$ cat config.mk
export PLATFORM = sky130hd
export DESIGN_NAME = axis_tile_source_flat
export DESIGN_NICKNAME = d
export VERILOG_FILES = /design/src/rtl/axis_tile_source_pkg.sv /design/src/rtl/axis_tile_source_if.sv /design/src/rtl/axis_tile_source_buffer.sv /design/src/rtl/axis_tile_source.sv /design/src/flat_wrapper.sv
export SDC_FILE = /design/constraint.sdc
export NUM_CORES = 1
export LEC_CHECK = 0
export CAP_MARGIN = 20
export CORE_MARGIN = 3
export CORE_UTILIZATION = 57
export DETAILED_ROUTE_END_ITERATION = 8
export PLACE_DENSITY = 0.82
export SLEW_MARGIN = 40
export SYNTH_ARGS = -nofsm -noshare
export SYNTH_HDL_FRONTEND = slang
export SYNTH_SLANG_ARGS = --single-unit
$ cat constraint.sdc
create_clock -name clk -period 4.4 [get_ports clk]
set_clock_uncertainty 0.15 [all_clocks]
set_input_delay 0.44 -clock clk [delete_from_list [all_inputs] [get_ports clk]]
set_output_delay 0.44 -clock clk [all_outputs]
set_load 0.005 [all_outputs]
$ cat src/rtl/axis_tile_source_pkg.sv
// -----------------------------------------------------------------------------
// axis_tile_source_pkg
//
// Shared types and constants for the tile stream source.
//   tile_state_t : playback FSM state (IDLE, SEND, GAP, DONE)
//   BEAT_WIDTH   : default beat width (elements per beat * bits per element)
//   STALL_WIDTH  : width of the backpressure cycle counter
//   GAP_WIDTH    : width of the inter-beat idle cycle count
//
// The GAP state only does work when THROTTLE_EN is defined; the encoding is
// kept in every build so debug tooling sees one stable enum.
// -----------------------------------------------------------------------------
package axis_tile_source_pkg;

    typedef enum logic [1:0] {
        ST_IDLE = 2'd0,
        ST_SEND = 2'd1,
        ST_GAP  = 2'd2,
        ST_DONE = 2'd3
    } tile_state_t;

    localparam int DEFAULT_N          = 4;
    localparam int DEFAULT_DATA_WIDTH = 8;
    localparam int BEAT_WIDTH         = DEFAULT_N * DEFAULT_DATA_WIDTH;
    localparam int STALL_WIDTH        = 32;
    localparam int GAP_WIDTH          = 4;

endpackage

$ cat src/rtl/axis_tile_source_if.sv
// -----------------------------------------------------------------------------
// axis_tile_source_if
//
// AXI4-Stream link carrying one tile column per beat.
//   tdata  : beat payload (WIDTH bits)
//   tvalid : master has a beat
//   tready : slave accepts the beat
//   tlast  : final beat of a playback
//
// Handshake: a beat transfers on a rising edge where tvalid && tready. Once
// tvalid is high it stays high, with tdata/tlast stable, until that transfer;
// tvalid never depends combinationally on tready.
//
// Modports: master (source side), slave (sink side).
// -----------------------------------------------------------------------------
interface axis_tile_source_if #(
    parameter int WIDTH = axis_tile_source_pkg::BEAT_WIDTH
) ();
    logic [WIDTH-1:0] tdata;
    logic             tvalid;
    logic             tready;
    logic             tlast;

    modport master (output tdata, output tvalid, output tlast, input  tready);
    modport slave  (input  tdata, input  tvalid, input  tlast, output tready);
endinterface

$ cat src/rtl/axis_tile_source_buffer.sv
// -----------------------------------------------------------------------------
// tile_beat_buffer
//
// DEPTH x WIDTH register array holding the tile to be played back.
//   clk     : write clock
//   wr_en   : write strobe (already qualified by the caller)
//   wr_addr : write address
//   wr_data : write data
//   rd_addr : read address
//   rd_data : combinational read data
//
// Contents are deliberately not reset.
// -----------------------------------------------------------------------------
module tile_beat_buffer
    import axis_tile_source_pkg::*;
#(
    parameter int DEPTH = 16,
    parameter int WIDTH = BEAT_WIDTH
) (
    input  logic                     clk,
    input  logic                     wr_en,
    input  logic [$clog2(DEPTH)-1:0] wr_addr,
    input  logic [WIDTH-1:0]         wr_data,
    input  logic [$clog2(DEPTH)-1:0] rd_addr,
    output logic [WIDTH-1:0]         rd_data
);

    logic [WIDTH-1:0] mem [DEPTH];

    always_ff @(posedge clk) begin
        if (wr_en) begin
            mem[wr_addr] <= wr_data;
        end
    end

    assign rd_data = mem[rd_addr];

endmodule

$ cat src/rtl/axis_tile_source.sv
// -----------------------------------------------------------------------------
// axis_tile_source
//
// AXI4-Stream master that plays back a preloaded tile, one N-element column
// per beat, with tlast on the final beat, and counts backpressure cycles.
//
// Ports:
//   clk, reset   : clock, synchronous active-high reset
//   wr_en/addr/data : tile buffer write port (ignored while busy)
//   start        : playback request pulse (ignored while busy)
//   beats        : beats to send, sampled on an accepted start, clamped to DEPTH
//   gap          : idle cycles after each non-final beat (THROTTLE_EN only)
//   busy         : high in SEND, GAP and DONE
//   done         : one-cycle pulse after the final beat is accepted
//   stall_count  : SEND cycles with tready low, saturating, cleared on start
//   state_dbg    : current FSM state
//   axis         : stream master port
//
// Build option: define THROTTLE_EN to add the gap port and the GAP state.
// Without it, beats are always back-to-back when tready allows.
//
// All stream outputs are registered, so tvalid has no combinational path
// from tready.
// -----------------------------------------------------------------------------
module axis_tile_source
    import axis_tile_source_pkg::*;
#(
    parameter int N          = DEFAULT_N,
    parameter int data_width = DEFAULT_DATA_WIDTH,
    parameter int DEPTH      = 16
) (
    input  logic                       clk,
    input  logic                       reset,
    input  logic                       wr_en,
    input  logic [$clog2(DEPTH)-1:0]   wr_addr,
    input  logic [N*data_width-1:0]    wr_data,
    input  logic                       start,
    input  logic [$clog2(DEPTH):0]     beats,
`ifdef THROTTLE_EN
    input  logic [GAP_WIDTH-1:0]       gap,
`endif
    output logic                       busy,
    output logic                       done,
    output logic [STALL_WIDTH-1:0]     stall_count,
    output tile_state_t                state_dbg,
    axis_tile_source_if.master         axis
);

    localparam int AW = $clog2(DEPTH);
    localparam int CW = AW + 1;
    localparam int BW = N * data_width;

    tile_state_t    state;
    logic [AW-1:0]  idx;        // index of the beat currently presented
    logic [CW-1:0]  beats_q;    // latched, clamped beat count
    logic [BW-1:0]  tdata_q;
    logic           tvalid_q;
    logic           tlast_q;
`ifdef THROTTLE_EN
    logic [GAP_WIDTH-1:0] gap_cnt;
`endif

    logic [AW-1:0]  rd_addr;
    logic [BW-1:0]  rd_data;
    logic [CW-1:0]  beats_req;
    logic           next_is_last;   // beat idx+1 is the final one
    logic           cur_is_last;    // beat idx is the final one

    assign beats_req    = (beats > CW'(DEPTH)) ? CW'(DEPTH) : beats;
    assign next_is_last = (({1'b0, idx} + CW'(2)) == beats_q);
    assign cur_is_last  = (({1'b0, idx} + CW'(1)) == beats_q);

    // Read address points at the beat that will be loaded on the next edge:
    // beat 0 from IDLE, idx+1 for back-to-back in SEND, idx (already
    // advanced) when leaving GAP.
    always_comb begin
        rd_addr = '0;
        case (state)
            ST_SEND: rd_addr = idx + AW'(1);
            ST_GAP:  rd_addr = idx;
            default: rd_addr = '0;
        endcase
    end

    tile_beat_buffer #(
        .DEPTH (DEPTH),
        .WIDTH (BW)
    ) u_buffer (
        .clk     (clk),
        .wr_en   (wr_en && !busy),
        .wr_addr (wr_addr),
        .wr_data (wr_data),
        .rd_addr (rd_addr),
        .rd_data (rd_data)
    );

    always_ff @(posedge clk) begin
        if (reset) begin
            state       <= ST_IDLE;
            idx         <= '0;
            beats_q     <= '0;
            tdata_q     <= '0;
            tvalid_q    <= 1'b0;
            tlast_q     <= 1'b0;
            busy        <= 1'b0;
            done        <= 1'b0;
            stall_count <= '0;
`ifdef THROTTLE_EN
            gap_cnt     <= '0;
`endif
        end else begin
            case (state)
                ST_IDLE: begin
                    if (start) begin
                        busy        <= 1'b1;
                        stall_count <= '0;
                        if (beats_req == '0) begin
                            // Nothing to send: acknowledge with a done pulse only.
                            done  <= 1'b1;
                            state <= ST_DONE;
                        end else begin
                            beats_q  <= beats_req;
                            idx      <= '0;
                            tdata_q  <= rd_data;
                            tvalid_q <= 1'b1;
                            tlast_q  <= (beats_req == CW'(1));
                            state    <= ST_SEND;
                        end
                    end
                end

                ST_SEND: begin
                    if (!axis.tready) begin
                        if (stall_count != '1) begin
                            stall_count <= stall_count + 1'b1;
                        end
                    end else if (tlast_q) begin
                        tvalid_q <= 1'b0;
                        tlast_q  <= 1'b0;
                        done     <= 1'b1;
                        state    <= ST_DONE;
                    end
`ifdef THROTTLE_EN
                    else if (gap != '0) begin
                        idx      <= idx + AW'(1);
                        gap_cnt  <= gap;
                        tvalid_q <= 1'b0;
                        tlast_q  <= 1'b0;
                        state    <= ST_GAP;
                    end
`endif
                    else begin
                        idx     <= idx + AW'(1);
                        tdata_q <= rd_data;
                        tlast_q <= next_is_last;
                    end
                end

                ST_GAP: begin
`ifdef THROTTLE_EN
                    // gap_cnt holds the idle cycles still to run, including this one.
                    if (gap_cnt == GAP_WIDTH'(1)) begin
                        tdata_q  <= rd_data;
                        tvalid_q <= 1'b1;
                        tlast_q  <= cur_is_last;
                        state    <= ST_SEND;
                    end else begin
                        gap_cnt <= gap_cnt - GAP_WIDTH'(1);
                    end
`else
                    // Unreachable without throttling; recover to idle.
                    busy  <= 1'b0;
                    state <= ST_IDLE;
`endif
                end

                ST_DONE: begin
                    done  <= 1'b0;
                    busy  <= 1'b0;
                    state <= ST_IDLE;
                end

                default: begin
                    state <= ST_IDLE;
                end
            endcase
        end
    end

    assign axis.tdata  = tdata_q;
    assign axis.tvalid = tvalid_q;
    assign axis.tlast  = tlast_q;
    assign state_dbg   = state;

endmodule

$ cat src/flat_wrapper.sv
// flat-port wrapper written by rule: the top's interface ports become plain ports
module axis_tile_source_flat import axis_tile_source_pkg::*;
#(
    parameter int N          = DEFAULT_N,
    parameter int data_width = DEFAULT_DATA_WIDTH,
    parameter int DEPTH      = 16
)
  (clk, reset, wr_en, wr_addr, wr_data, start, beats, busy, done, stall_count, state_dbg, axis_tdata, axis_tvalid, axis_tlast, axis_tready);
  axis_tile_source_if #(.WIDTH((N * (8)))) axis_i ();
  input  logic clk;
  input  logic reset;
  input  logic wr_en;
  input  logic [$clog2(DEPTH)-1:0] wr_addr;
  input  logic [N*data_width-1:0] wr_data;
  input  logic start;
  input  logic [$clog2(DEPTH):0] beats;
  output logic busy;
  output logic done;
  output logic [STALL_WIDTH-1:0] stall_count;
  output tile_state_t state_dbg;
  output wire logic [$bits(axis_i.tdata)-1:0] axis_tdata;
  output wire logic [$bits(axis_i.tvalid)-1:0] axis_tvalid;
  output wire logic [$bits(axis_i.tlast)-1:0] axis_tlast;
  input wire logic [$bits(axis_i.tready)-1:0] axis_tready;
  assign axis_tdata = axis_i.tdata;
  assign axis_tvalid = axis_i.tvalid;
  assign axis_tlast = axis_i.tlast;
  assign axis_i.tready = axis_tready;
  axis_tile_source #(.N(N), .data_width(data_width), .DEPTH(DEPTH)) u_core (.clk(clk), .reset(reset), .wr_en(wr_en), .wr_addr(wr_addr), .wr_data(wr_data), .start(start), .beats(beats), .busy(busy), .done(done), .stall_count(stall_count), .state_dbg(state_dbg), .axis(axis_i));
endmodule
; After elaboration in Yosys (flattened, before gate mapping)
; Memories as Yosys holds them, arrays and structs flattened.
; Index checks and enable logic that the tools add are counted.
[word_totals]
wordCells = 85
ff_bits = 79
output_inout_bits = 70
mem_bits_rw = 512
n_memories = 1
[mem_list]
columns = memory, depth, width, rd, rd_clocked_by_memory_dff, write_ports, line
row1 = u_core.u_buffer.mem, 16, 32, 1, 0, 1, axis_tile_source_buffer.sv:28  ; logic [WIDTH-1:0] mem [DEPTH];
[classes]
magnitude_cmp = 1
reduce_logical = 16
eq_ne = 14
n_mux = 40
n_addsub = 3
bitwise = 1
[ops]
columns = cell, n
row1 = 2-to-1 mux 32 bit, 7
row2 = case mux 32 bit (2 select lines), 2
row3 = adder 32 x 1 -> 32 bit (second input constant), 1
row4 = inequality test 32 bit (second input constant), 1
row5 = 2-to-1 mux 4 bit, 4
row6 = case mux 4 bit (2 select lines), 2
row7 = 2-to-1 mux 1 bit, 15
row8 = AND reduction 5 bit, 3
row9 = inequality test 2 bit (second input constant), 5
row10 = 2-to-1 mux 2 bit, 4
row11 = AND reduction 4 bit, 2
row12 = inequality test 2 x 1 -> 1 bit (second input constant), 3
row13 = case mux 1 bit (2 select lines), 3
row14 = case mux 2 bit (3 select lines), 1
row15 = AND reduction 3 bit, 2
row16 = adder 4 x 2 -> 5 bit (second input constant), 1
row17 = equality test 5 x 1 -> 1 bit (second input constant), 1
row18 = equality test 5 bit, 1
row19 = greater-than comparator 5 bit (second input constant), 1
row20 = logical NOT 5 bit, 1
row21 = 2-to-1 mux 5 bit, 1
row22 = adder 4 x 1 -> 4 bit (second input constant), 1
row23 = equality test 2 bit (second input constant), 2
row24 = nonzero test 2 bit, 2
row25 = 9 further kinds, 9

; Longest topological paths before layout
[logic_depth]
ltp_word = 6
mapped_depth = 10
mapped_depth_nobuf = 7

; Hierarchy
; Synthesis repeated with hierarchy kept, for this count alone.
[unflattened]
hier_cells = 1222
hier_area_um2 = 22972.0
[modules_own_cells]
columns = module, instances, area_per_inst_um2, seq_area_each_um2, cells_each
row1 = tile_beat_buffer, 1, 19194.7, 15374.7, 806
row2 = axis_tile_source, 1, 3777.4, 1581.5, 416

; Worst setup path before layout
; No wires, ideal clock.
[synth_path]
path_kind = input-to-reg
startpoint = in wr_en
endpoint = mem u_core.u_buffer.mem[0][0] (netlist bit) (enable)
n_path_buf = 0
arrival_ns = 3.085
path_stages = 3
setup_ns = 0.461
setup_slack_ns = 0.704
path_cell_list = nand2b_1 or3_1 nor3_1
[synth_between]
elab_chain_len = 3
[synth_rtl]
columns = item, line
row1 = "start, declared", flat_wrapper.sv:12  ; input logic wr_en;
row2 = logical AND 1 bit, axis_tile_source.sv:90  ; .wr_en (wr_en && !busy),
row3 = 2-to-1 mux 1 bit, axis_tile_source_buffer.sv:31  ; if (wr_en) begin
row4 = 2-to-1 mux 1 bit (implied by the code), axis_tile_source_buffer.sv:32  ; mem[wr_addr] <= wr_data;
row5 = "end, declared", axis_tile_source_buffer.sv:28
; No other way between the ends.

; Worst setup path after layout
[layout_path]
startpoint = reg u_core.state[1] (netlist: u_core.state_dbg[1])
endpoint = reg u_core.tdata_q[1] (netlist: u_core.axis.tdata[1])
[layout_between]
elab_chain_len = 6
elab_cells_between_ends = 16
cone_classes = 6 x eq/ne / 6 x mux / 3 x reduce/logical / 1 x memory
[layout_rtl]
columns = item, line
row1 = "start, declared", axis_tile_source.sv:53  ; tile_state_t state;
row2 = "start signal, assigned", axis_tile_source.sv:99  ; state <= ST_IDLE;
row3 = "start signal, assigned", axis_tile_source.sv:120  ; state <= ST_DONE;
row4 = "start signal, assigned", axis_tile_source.sv:127  ; state <= ST_SEND;
row5 = equality test 2 bit or equality test 2 x 1 -> 1 bit (tied branches), "axis_tile_source.sv:78, axis_tile_source.sv:112"
row6 = case mux 4 bit (2 select lines), axis_tile_source.sv:78  ; case (state)
row7 = memory read (16 x 32 bit), n/a
row8 = 2-to-1 mux 32 bit (on tied branches), "axis_tile_source.sv:137, axis_tile_source.sv:117"
row9 = 2-to-1 mux 32 bit (on tied branches), "axis_tile_source.sv:133, axis_tile_source.sv:114"
row10 = case mux 32 bit (2 select lines), axis_tile_source.sv:112  ; case (state)
row11 = "end signal, assigned", axis_tile_source.sv:124  ; tdata_q <= rd_data;
row12 = "end signal, assigned", axis_tile_source.sv:154  ; tdata_q <= rd_data;
row13 = "end, declared", axis_tile_source.sv:56  ; logic [BW-1:0] tdata_q;
; Several ways; a longest one is shown, not always the timed one. The select of a mux whose other input is x is not followed.
; A chain may end at the register's enable or synchronous reset.

==> out/metrics.csv <==
stage,metric,value,unit
clock_tree,hold buffers post-CTS,0,
place,weighted congestion reported at the end of routability-driven placement,0.8015,
clock_tree,CTS buffer count,55,
worst_setup_path,CP required,4.77,ns
synthesis,Unique masters post-synth,63,
die,Die W,208.9,um
synthesis,warning count from the yosys run,0,
worst_setup_path,CP peak stage delay,0.65,ns
layout,area growth from synthesis to final layout,15.84,%
worst_setup_path,arrival time of the worst setup path,3.72,ns
die,initial core utilization,58.41,%
synthesis,average cell area after synthesis,18.11,sq um
route,average wire length per cell after detail routing,25.78,um
synthesis,number of synthesized register bits,591,
flow_run,Max Cap Violations,0,
place,DP Worst Slack,1.066,ns
synthesis,Synth top area share,65.50,%
grt,number of antenna violations at the first check in global routing,1,
clock_tree,CTS tree,yes,
grt,total track usage,23.61,%
clock_tree,clock-pin slew on the worst setup and hold paths,0.06,ns
route,routed wire length,51640,um
synthesis,cell type contributing the most total cell area after synthesis,sky130_fd_sc_hd__edfxtp_1,
timing,"Worst Setup Slack, final",1.051,ns
clock_tree,CTS max path bufs,3,
die,die height,208.9,um
die,boundary pin count,116,
timing,share of the cycle needed by the critical path after routing,76.11,%
timing,setup violators final,0,
timing,normalized max-slew margin,45.79,%
worst_setup_path,worst path cell trace,inv_1 > ha_1 > nor2b_1 > o311a_4 > buf_12 > mux4_2 > nand3b_1 > o221ai_1,
route,final routed DRC violation total,0,
place,dpl hpwl,27670,um
clock_tree,Clock Tree Root,sky130_fd_sc_hd__clkbuf_16,
timing,highest achievable clock rate,0.2986,GHz
clock_tree,total clock sinks,591,
worst_setup_path,startpoint type of the worst setup path,flip-flop,
synthesis,net count after synthesis,1350,
layout,number of nets at the end of the flow,1489,
die,area of the placeable core,40190,sq um
place,Placed Instance Area,25410,sq um
synthesis,number of synthesized flops with an enable pin,512,
clock_tree,Skew-Pair Late Insertion Delay,0.62,ns
synthesis,leading register cell type out of synthesis,sky130_fd_sc_hd__edfxtp_1,
grt,first-pass GRT wire length,78320,um
die,area of the die,43650,sq um
layout,antenna cell count,0,
hold_path,type of the tightest min-delay check,primary input to flip-flop,
synthesis,leading cell types by total area after synthesis,"sky130_fd_sc_hd__edfxtp_1, sky130_fd_sc_hd__mux4_2, sky130_fd_sc_hd__mux2i_1, sky130_fd_sc_hd__dfxtp_1, sky130_fd_sc_hd__o221ai_1",
layout,"leading cell type in the layout, fill and taps excluded",sky130_fd_sc_hd__edfxtp_1,
route,detailed-routing iteration count for the pre-antenna-repair pass,5,
power,leak pwr,9.202,nW
route,number of nets with antenna violations after detailed routing,0,
synthesis,fraction of synthesis flops using an asynchronous set or reset pin,0,%
status,run status,"finished, final reports clean",
grt,number of global-route vias before repair,12943,
worst_setup_path,slowest cell on the critical path,sky130_fd_sc_hd__o311a_4,
worst_setup_path,endpoint kind of the worst setup timing path,flip-flop,
timing,"Slew Viols, Final",0,
timing,final hold violation count,0,
timing,worst-margin pin slew,0.8112,ns
synthesis,area of the mapped netlist,23470,sq um
power,Worst IR Drop VDD,0.4535,mV
timing,final total negative setup slack,0,ns
clock_tree,total of cells resized after clock tree synthesis,0,
layout,final design area excluding fillers,27190,sq um
worst_setup_path,kind of critical path,flip-flop to flip-flop,
timing,minimum clock period,3.349,ns
route,total number of vias,12689,
layout,layout cells sized above 1,16.64,%
worst_setup_path,Crit Path Max Fanout,28,
grt,total congestion overflow after global routing,0,
synthesis,post-synthesis sequential area ratio,72.23,%
worst_setup_path,Worst Path Buf+Inv,2,
worst_setup_path,CP top delay family,compound AO/OA/AOI/OAI gates,
timing,unrepaired setup endpoints after global routing,no,
place,Port-buffer cells,115,
route,per-cell via count in the routed design,6.335,
clock_tree,H-tree depth,2,
layout,"commonest cells after routing, fill and taps aside","sky130_fd_sc_hd__edfxtp_1, sky130_fd_sc_hd__mux2i_1, sky130_fd_sc_hd__clkdlybuf4s50_1",
grt,maximum number of pins on one net before global-route repair,108,
route,count of routing violations after the opening detailed-route iteration,1575,
clock_tree,count of buffers added by post-CTS timing repair for setup,0,
synthesis,Cells after Synth,1296,
die,number of placement rows,73,
power,power density over cell area,515.3,nW/um^2
==> routing by layer <==
layer / share of wire [%] / GRT usage, % / wire (um) / vias up
li1: - / - / - / 5503
met1: 38 / 31.29 / 19820 / 6540
met2: 52 / 40.49 / 26920 / 537
met3: 6.8 / 3.603 / 3499 / 107
met4: 2.7 / 8.106 / 1375 / 2
met5: 0.025 / 0 / 13 / -
==> where the power goes <==
| group | total [W] | switching, W | internal (W) |
|---|---|---|---|
| Combinational | 0.00282 | 0.00150 | 0.00132 |
| Sequential | 0.00653 | 0.000186 | 0.00634 |
| Clock | 0.00466 | 0.00202 | 0.00264 |
==> Yosys cell counts, drive strengths merged (6+ instances only) <==
cell / instances
nand2b: 8
o221ai: 32
a21oi: 38
inv: 41
nand3b: 32
nand3: 18
buf: 47
dfxtp: 79
nor3: 8
ha: 8
nand2: 28
or3: 18
o21ai: 24
o31ai: 10
nor2: 26
or4: 14
edfxtp: 512
and2: 6
nand4: 9
clkbuf: 20
mux2i: 165
mux4: 96
==> final timing paths <==
| path | endpoint | startpoint | slack, ns | depth (start not counted) |
|---|---|---|---|---|
| worst max-delay path | u_core.axis.tdata[1] | u_core.state_dbg[1] | 1.05 | 8 |
| worst min-delay path | u_core.beats_q[4] | reset | 0.10 | 2 |
| worst max register to register | u_core.axis.tdata[1] | u_core.state_dbg[1] | 1.05 | 8 |
| worst min register to register | u_core.beats_q[3] | u_core.beats_q[3] | 0.33 | 2 |
==> registers in the layout, indices dropped and copies added, names as in the netlist, 2 cells and up <==
register,cells
u_core.beats_q,5
u_core.axis.tdata,32
u_core.state_dbg,2
u_core.u_buffer.mem,512
u_core.idx,4
u_core.stall_count,32
==> logic make-up (layout without fill, tap and decap cells) <==
| logic type | Yosys count | in the layout | share of synthesized area (%) |
|---|---|---|---|
| compound gates | 129 | 129 | 3.747 |
| mux | 263 | 263 | 16.34 |
| simple gates | 192 | 192 | 4.898 |
| buf+inv | 109 | 291 | 2.201 |
| xor+xnor | 4 | 4 | 0.1493 |
| flops | 591 | 591 | 72.23 |
| fa+ha+maj | 8 | 8 | 0.4264 |
==> layout make-up <==
cell class / count / area (sq um)
Tap cell: 525 / 656.9
Sequential cell: 591 / 16960
Fill cell: 2560 / 13000
Clock inverter: 30 / 292.8
Inverter: 42 / 157.7
Clock buffer: 70 / 1493
Timing Repair Buffer: 149 / 1464
Multi-Input combinational cell: 596 / 6172
==> metrics by stage <==
step | hold slack, ns | std cells | util (%) | total power [W]
CTS | 0.3209 | 2003 | 67.67 | 0.01409
detailed placement | 0.3201 | 1903 | 63.23 | 0.009445
floorplan | 0.2936 | 1296 | - | 0.008455
global placement | 0.3183 | 1903 | 63.20 | 0.009360
global route | 0.1043 | 2003 | 67.66 | 0.01449
finish | 0.1032 | 2003 | 67.66 | 0.01401
No activity file was read; power rests on OpenSTA's default activity.
